===== config.mk =====
export PLATFORM = sky130hd
export DESIGN_NAME = crc16_rx_check
export DESIGN_NICKNAME = d
export VERILOG_FILES = /design/src/rtl/crc16_rx_check.sv
export SDC_FILE = /design/constraint.sdc
export NUM_CORES = 1
export LEC_CHECK = 0
export ABC_AREA = 0
export BUFFER_PORTS_ARGS = -buffer_cell sky130_fd_sc_hd__buf_4
export CAP_MARGIN = 30
export CORE_AREA = 2 2 139 100
export CTS_CLUSTER_SIZE = 20
export DETAILED_ROUTE_END_ITERATION = 10
export DIE_AREA = 0 0 141 102
export MAX_ROUTING_LAYER = met4
export PLACE_DENSITY = 0.68
export SLEW_MARGIN = 20
export SYNTH_ARGS = -nofsm -noshare
export SYNTH_HDL_FRONTEND = slang
export SYNTH_SLANG_ARGS = --single-unit

===== constraint.sdc =====
create_clock -name clock -period 2.4 [get_ports clock]
set_clock_uncertainty 0.15 [all_clocks]
set_input_delay 0.36 -clock clock [delete_from_list [all_inputs] [get_ports clock]]
set_output_delay 0.36 -clock clock [all_outputs]
set_load 0.02 [all_outputs]

===== src/rtl/crc16_rx_check.sv =====
// Receive-side USB CRC16 checker: reassembles an unstuffed DATA packet (PID,
// payload, CRC16) and holds residual/PID/length status until the handler acks.
module crc16_rx_check (
  input  logic         clock,
  input  logic         reset_n,
  input  logic         rx_start,
  input  logic         bit_valid,
  input  logic         bit_in,
  input  logic         rx_eop,
  input  logic         rx_abort,
  input  logic         ph_ack,
  output logic [99:0]  pkt_out,
  output logic [6:0]   pkt_len,
  output logic         pkt_valid,
  output logic         crc_ok,
  output logic         crc_err,
  output logic         pid_err,
  output logic         rx_overrun
);

  typedef enum logic [2:0] {IDLE, PID, DATA, CHECK, DONE} state_t;

  state_t      state;
  logic [15:0] lfsr;
  logic        overflow;
  logic        fb;
  logic [15:0] lfsr_next;
  logic [99:0] pkt_with_bit;
  logic        has_room;
  logic        pid_bad;
  logic        residual_ok;
  logic        len_ok;
  logic        status_ok;

  assign fb = bit_in ^ lfsr[15];

  // Polynomial x^16 + x^15 + x^2 + 1, shifting toward x15.
  always_comb begin
    lfsr_next     = {lfsr[14:0], fb};
    lfsr_next[2]  = lfsr[1] ^ fb;
    lfsr_next[15] = lfsr[14] ^ fb;
  end

  assign has_room     = (pkt_len < 7'd100);
  assign pkt_with_bit = pkt_out | ({99'd0, bit_in} << pkt_len);
  assign pid_bad      = (pkt_out[7:4] != ~pkt_out[3:0]);
  assign residual_ok  = (lfsr == 16'h800D);
  assign len_ok       = (pkt_len >= 7'd24);
  assign status_ok    = residual_ok & len_ok & ~pid_bad & ~overflow;

  always_ff @(posedge clock or negedge reset_n) begin
    if (!reset_n) begin
      state      <= IDLE;
      pkt_out    <= '0;
      pkt_len    <= '0;
      lfsr       <= '1;
      overflow   <= 1'b0;
      pkt_valid  <= 1'b0;
      crc_ok     <= 1'b0;
      crc_err    <= 1'b0;
      pid_err    <= 1'b0;
      rx_overrun <= 1'b0;
    end else begin
      rx_overrun <= 1'b0;
      case (state)
        IDLE: begin
          if (rx_start) begin
            pkt_out  <= '0;
            pkt_len  <= '0;
            lfsr     <= '1;
            overflow <= 1'b0;
            state    <= PID;
          end
        end
        PID, DATA: begin
          if (rx_start) begin
            pkt_out  <= '0;
            pkt_len  <= '0;
            lfsr     <= '1;
            overflow <= 1'b0;
            state    <= PID;
          end else if (rx_abort) begin
            state <= IDLE;
          end else begin
            if (bit_valid) begin
              if (has_room) begin
                pkt_out <= pkt_with_bit;
                pkt_len <= pkt_len + 7'd1;
                if (state == DATA) lfsr <= lfsr_next;
              end else begin
                overflow <= 1'b1;
              end
            end
            // A bit arriving with EOP is absorbed before the check.
            if (rx_eop) begin
              state <= CHECK;
            end else if (bit_valid && (state == PID) && (pkt_len == 7'd7)) begin
              state <= DATA;
            end
          end
        end
        CHECK: begin
          if (rx_abort) begin
            state <= IDLE;
          end else begin
            pid_err   <= pid_bad;
            crc_ok    <= status_ok;
            crc_err   <= ~status_ok;
            pkt_valid <= 1'b1;
            state     <= DONE;
          end
        end
        DONE: begin
          if (rx_start) rx_overrun <= 1'b1;
          if (ph_ack) begin
            pkt_valid <= 1'b0;
            crc_ok    <= 1'b0;
            crc_err   <= 1'b0;
            pid_err   <= 1'b0;
            state     <= IDLE;
          end
        end
        default: state <= IDLE;
      endcase
    end
  end

endmodule


==> results of run 1 <==
final cells by class:
class,count,area [um^2]
fillers,1042,5330
well taps,166,208
clock buffers,17,425
clock inverters,15,154
repair buffers,151,1180
inverters,4,15.0
multi-input cells,311,2380
flip-flops and latches,132,3320
synth_stat cells, types with 2 or more instances:
| library cell | n |
|---|---|
| nand2_1 | 15 |
| and2_1 | 2 |
| buf_4 | 3 |
| nor4_2 | 5 |
| nor2_1 | 22 |
| o21ai_2 | 4 |
| o22a_1 | 2 |
| nor2b_1 | 2 |
| nand3_1 | 7 |
| clkbuf_1 | 24 |
| dfstp_2 | 16 |
| nor4b_1 | 2 |
| nor4_4 | 4 |
| o21a_1 | 30 |
| or4_1 | 2 |
| mux2_2 | 2 |
| nor4_1 | 43 |
| a32o_1 | 4 |
| a21oi_1 | 6 |
| nor3_1 | 18 |
| dfrtp_1 | 116 |
| o31ai_1 | 3 |
| o311a_1 | 2 |
| nand4_1 | 5 |
| o21ba_2 | 14 |
| a22o_1 | 64 |
| or3_1 | 3 |
| o21ai_0 | 4 |
| xnor2_1 | 3 |
| nor4bb_1 | 2 |
| buf_2 | 14 |
| xor2_1 | 5 |
| nand3b_1 | 2 |
| and3_1 | 4 |
| or2_2 | 2 |
| nand4b_1 | 2 |
| buf_6 | 2 |
| inv_1 | 3 |
layer usage:
metal  vias up  global-route usage [%]
li1       2146                       -
met1      2401                    35.0
met2       183                    33.1
met3        21                    6.51
met4         0                    8.38
met5         -                       -
critical path, cell delays in order (launching register included):
cell and delay, ns:
dfrtp_1 0.43, buf_4 0.21, o21ba_2 0.23, o21ai_0 0.16, buf_4 0.22, or4_1 0.50
a21oi_1 0.16
metrics by stage:
| step | std cells | instance area (um^2) | utilization (%) |
|---|---|---|---|
| 3_3_place_gp | 762 | 7080 | 54.4 |
| 4_1_cts | 796 | 7680 | 59.0 |
| 2_1_floorplan | 491 | 5910 | - |
| 3_5_place_dp | 762 | 7080 | 54.4 |
| 5_1_grt | 796 | 7680 | 59.0 |
| 6_report | 796 | 7680 | 59.0 |
placed cells by master, fill, tap and decap left out, drive strengths merged, types with 3 or more instances in the layout:
cell,n
o21ai,8
a21o,3
o21ba,14
dfstp,16
nand4,5
nor4,52
a22o,64
nor2,23
or2,3
dfrtp,116
a21oi,8
nand2,15
nand3,7
and3,4
xnor2,3
buf,149
or3,3
xor2,6
clkinv,9
o31ai,3
a32o,4
o21a,30
nor3,19
clkbuf,17
inv,7
flip-flops by register name (all words and copies together) (netlist names):
| register | cells |
|---|---|
| rx_overrun | 1 |
| pid_err | 1 |
| state | 3 |
| pkt_valid | 1 |
| crc_ok | 1 |
| overflow | 1 |
| pkt_out | 100 |
| pkt_len | 7 |
| crc_err | 1 |
| lfsr | 16 |
final timing paths:
kind | end | slack, ns
max | pkt_len[4] | 0.26
max reg2reg | pkt_len[4] | 0.26
min | state[1] | 0.11
min reg2reg | pkt_out[62] | 0.34
max in group asynchronous | pkt_out[56] | 1.15
min in group asynchronous | pkt_valid | 0.24
power breakdown:
group          switching, mW  total (mW)  internal (mW)
combinational          0.422       0.631          0.209
sequential            0.0564        2.34           2.28
clock                   1.02        2.55           1.53
total                   1.50        5.52           4.02
kinds of logic (layout without fill, tap and decap cells):
kind of cell	Yosys count	count (layout)	share of synthesized area (%)
XOR/XNOR	9	9	1.46
buffers and inverters	48	187	3.79
adder cells (fa/ha/maj)	1	1	0.212
AO/OA/AOI/OAI	149	149	21.9
flip-flops	132	132	56.2
AND/OR/NAND/NOR	150	150	16.0
multiplexers	2	2	0.381
==> metrics.cfg, run 1 <==
[place]
routabilityCongestion = 0.869
hpwl_mm = 11.4
portBuffers = 119
place_ws_ns = 0.312

[power]
power_mw = 5.52
peakVddDrop_v = 0.000562
leakage_nw = 3.55
p_per_area_mw_per_mm2 = 719

[grt]
grt_pass1_wl_mm = 25.9
grt_overflow = 0
grt_max_degree = 76
first_global_vias = 4581
track_usage_pct = 24.3
antenna_found_initial = 0

[min_path]
hold_depth = 3
hp-class = primary input to flop
worstHoldStart = rx_abort

[cts]
ctsLongestPathBuffers = 2
ctsHtreeMaxLevel = 4
cts_tree = yes
postCtsSetupBuffers = 0
cts_sinks = 132
path_clk_slew_ns = 0.06
post_cts_resize_count = 0
cts_inserted_buffers = 17
clk_latency_ns = 0.42
ctsHoldBuffers = 2
cts_root_buffer = clkbuf_16

[sta]
min_period_over_period_pct = 89.2
setup_viol_count_final = 0
post-route-worst-setup-slack_ns = 0.260
finalSetupTns_ns = 0
hold_ws_ns = 0.112
fmax_mhz = 467
grt_setup_unrepaired = false
fin_crit_ns = 2.14
finalHoldViolCount = 0
finalMaxSlewViolations = 0
maxSlewHeadroom_pct = 56.2
tightest_slew_ns = 0.657

[critical_path]
end_kind = flop
r2r_cells = 6
required_ns = 2.59
cp_max_fo = 9
crit_type = flop to flop
cp.arrival_ns = 2.33
r2r-start = state[1]
cp-startpoint = state[1]
start_kind = flop

[die]
core_area_mm2 = 0.0130
rows = 35
fp.dieH_um = 102
initial_core_util_pct = 45.5
ios = 120
die-area_mm2 = 0.0144
dieWidth_um = 141

[logic_synthesis]
synth_top_area_share_pct = 49.1
synth.avg_cell_area_um2 = 12.0
synth_nets = 500
synthCells = 491
synthTopCellsByArea = dfrtp_1 49%, a22o_1 9.5%, dfstp_2 7.1%
netlist_area_mm2 = 0.00591
synthDistinctLibCells = 66
async_flop_share_pct = 100
synth_edf_count = 0
yosys_warnings = 0
seq_area_frac_synth_pct = 56.2
synth_seq_cells = 132
synth-main-ff-cell = dfrtp_1
yosysTopAreaCell = dfrtp_1

[layout]
diodes = 0
drive_gt1_share_pct = 38.9
area_growth_pct = 29.9
nNetsFinal = 626

[detailed_routing]
dr_wl_met3_mm = 1.21
routed_via_density = 5.97
drt_iter0_drc = 306
top_layer = met4
antenna_left = 0
routedWlPerCell_um = 20.6
wirelength_mm = 16.4
drt_pass1_iterations = 5
vias = 4751
met1_length_mm = 8.06
drcViolationCount = 0
met2_length_mm = 6.97

[run]
drv_cap = 0

[status]
status = completed

Power figures use the tool's default switching activity.
==> inputs of run 2 (changes only) <==
CELL_PAD_IN_SITES_DETAIL_PLACEMENT = 0   (was default)
CELL_PAD_IN_SITES_GLOBAL_PLACEMENT = 1   (was default)
CORE_AREA = 2 2 144 104   (was 2 2 139 100)
DIE_AREA = 0 0 146 106   (was 0 0 141 102)
PLACE_DENSITY = default   (was 0.68)
PLACE_DENSITY_LB_ADDON = 0.1   (was default)
==> run 2 against run 1 <==
Net effect: die area increased by 7.6%; routed wire length increased by 1.9%; utilization decreased by 4.3 points; flip-flop and latch count unchanged; design area increased by 1.6%; combinational power increased by 1%; first-iteration DRC count decreased by 18%; global-route usage decreased by 1.2 points; sequential power about the same; fmax decreased by 1.8%; sequential share of layout area decreased by 0.70 points.
==> metrics.cfg, run 2 (synthesis results as in run 1) <==
[cts]
path_clk_slew_ns = 0.06
cts_root_buffer = clkbuf_16
ctsLongestPathBuffers = 2
postCtsSetupBuffers = 0
cts_inserted_buffers = 17
ctsHoldBuffers = 2
cts_sinks = 132
cts_tree = yes
post_cts_resize_count = 0
ctsHtreeMaxLevel = 4
clk_latency_ns = 0.41

[die]
ios = 120
fp.dieH_um = 106
core_area_mm2 = 0.0143
initial_core_util_pct = 41.5
rows = 37
die-area_mm2 = 0.0155
dieWidth_um = 146

[sta]
post-route-worst-setup-slack_ns = 0.220
fin_crit_ns = 2.18
fmax_mhz = 459
setup_viol_count_final = 0
tightest_slew_ns = 0.667
finalMaxSlewViolations = 0
finalSetupTns_ns = 0
min_period_over_period_pct = 90.8
hold_ws_ns = 0.0955
maxSlewHeadroom_pct = 55.5
grt_setup_unrepaired = false
finalHoldViolCount = 0

[grt]
first_global_vias = 4639
antenna_found_initial = 0
grt_pass1_wl_mm = 26.7
track_usage_pct = 23.1
grt_overflow = 0
grt_max_degree = 61

[layout]
largest_reg_flops = 100
nNetsFinal = 629
fillers = 1264
top_register = pkt_out
drive_gt1_share_pct = 39.2
finalNonFillerCells = 828
top_regs = pkt_out x100, lfsr x16, pkt_len x7
area_growth_pct = 32.0
regArea_mm2 = 0.00332
multi_input_area_mm2 = 0.00238
final_common_cell = buf_4
diodes = 0
final_cell_mix = 148 x buf_4, 116 x dfrtp_1, 64 x a22o_1

[detailed_routing]
drt_pass1_iterations = 4
wirelength_mm = 16.7
drcViolationCount = 0
antenna_left = 0
vias = 4674
routed_via_density = 5.64
drt_iter0_drc = 252
routedWlPerCell_um = 20.2

[power]
peakVddDrop_v = 0.000524
leakage_nw = 3.58
intPower_mw = 4.25
switching_share_pct = 26.2
p_per_area_mw_per_mm2 = 737
power_frac_seq_pct = 40.7
combPwrFrac_pct = 11.1
p_sw_mw = 1.51
power_mw = 5.75
pwr-share-clk_pct = 48.2

[critical_path]
r2r_slack_ns = 0.22
rr_endpoint = pkt_out[96]
end_kind = flop
start_kind = flop
cp_max_fo = 10
r2r_cells = 6
r2r-start = state[1]
required_ns = 2.60
cp.arrival_ns = 2.38
cp-startpoint = state[1]
crit_type = flop to flop

[place]
place_ws_ns = 0.245
routabilityCongestion = 0.857
placed_cells = 794
portBuffers = 119
hpwl_mm = 11.6

[min_path]
hold_depth = 3
hp-class = primary input to flop
holdPathEnd = state[1]
worstHoldStart = rx_abort

[run]
drv_cap = 0

[status]
status = completed

==> run 2: layout make-up <==
| type | count | area share, % |
|---|---|---|
| multi-input cells | 311 | 30.5 |
| clock buffers | 17 | 5.45 |
| inverters | 4 | 0.192 |
| well taps | 195 | 3.13 |
| repair buffers | 154 | 15.5 |
| flip-flops and latches | 132 | 42.6 |
| clock inverters | 15 | 2.61 |
==> run 2: routing by layer <==
metal | global-route usage (%) | routed length [um] | up-vias
met4 | 5.76 | 55 | 0
met5 | - | 0 | -
li1 | - | - | 2146
met3 | 6.35 | 1030 | 4
met1 | 33.7 | 8370 | 2392
met2 | 32.0 | 7290 | 132
==> run 2: worst max-delay path, stage by stage, from the launching register on <==
cell and delay, ns:
dfrtp_1 0.47, a21oi_2 0.38, o21ai_0 0.20, buf_4 0.21, a311oi_1 0.37, buf_4 0.20
a22o_1 0.13
==> run 2: metrics by stage <==
stage	area [um^2]	utilization, %
CTS	7810	54.7
floorplan	5910	-
global route	7810	54.7
detailed placement	7160	50.2
finish	7810	54.7
global placement	7160	50.2
==> run 2: how the worst max path moves through the flow <==
stage	cells past startpoint	to	slack, ns
finish	6	pkt_out[96]	0.22
CTS	6	pkt_out[96]	0.21
detailed placement	6	pkt_out[96]	0.24
floorplan	7	pkt_out[46]	0.39
global placement	6	pkt_out[98]	0.30
global route	5	pkt_len[4]	0.05
==> run 2: power groups by stage <==
| stage | Clock (mW) | Combinational (mW) | Sequential [mW] |
|---|---|---|---|
| after global routing | 2.94 | 0.694 | 2.35 |
| final | 2.78 | 0.638 | 2.34 |
| after CTS | 2.81 | 0.640 | 2.34 |
| after global placement | 0 | 0.630 | 2.37 |
| after detailed placement | 0 | 0.635 | 2.38 |
| after floorplan | 0 | 0.341 | 2.41 |
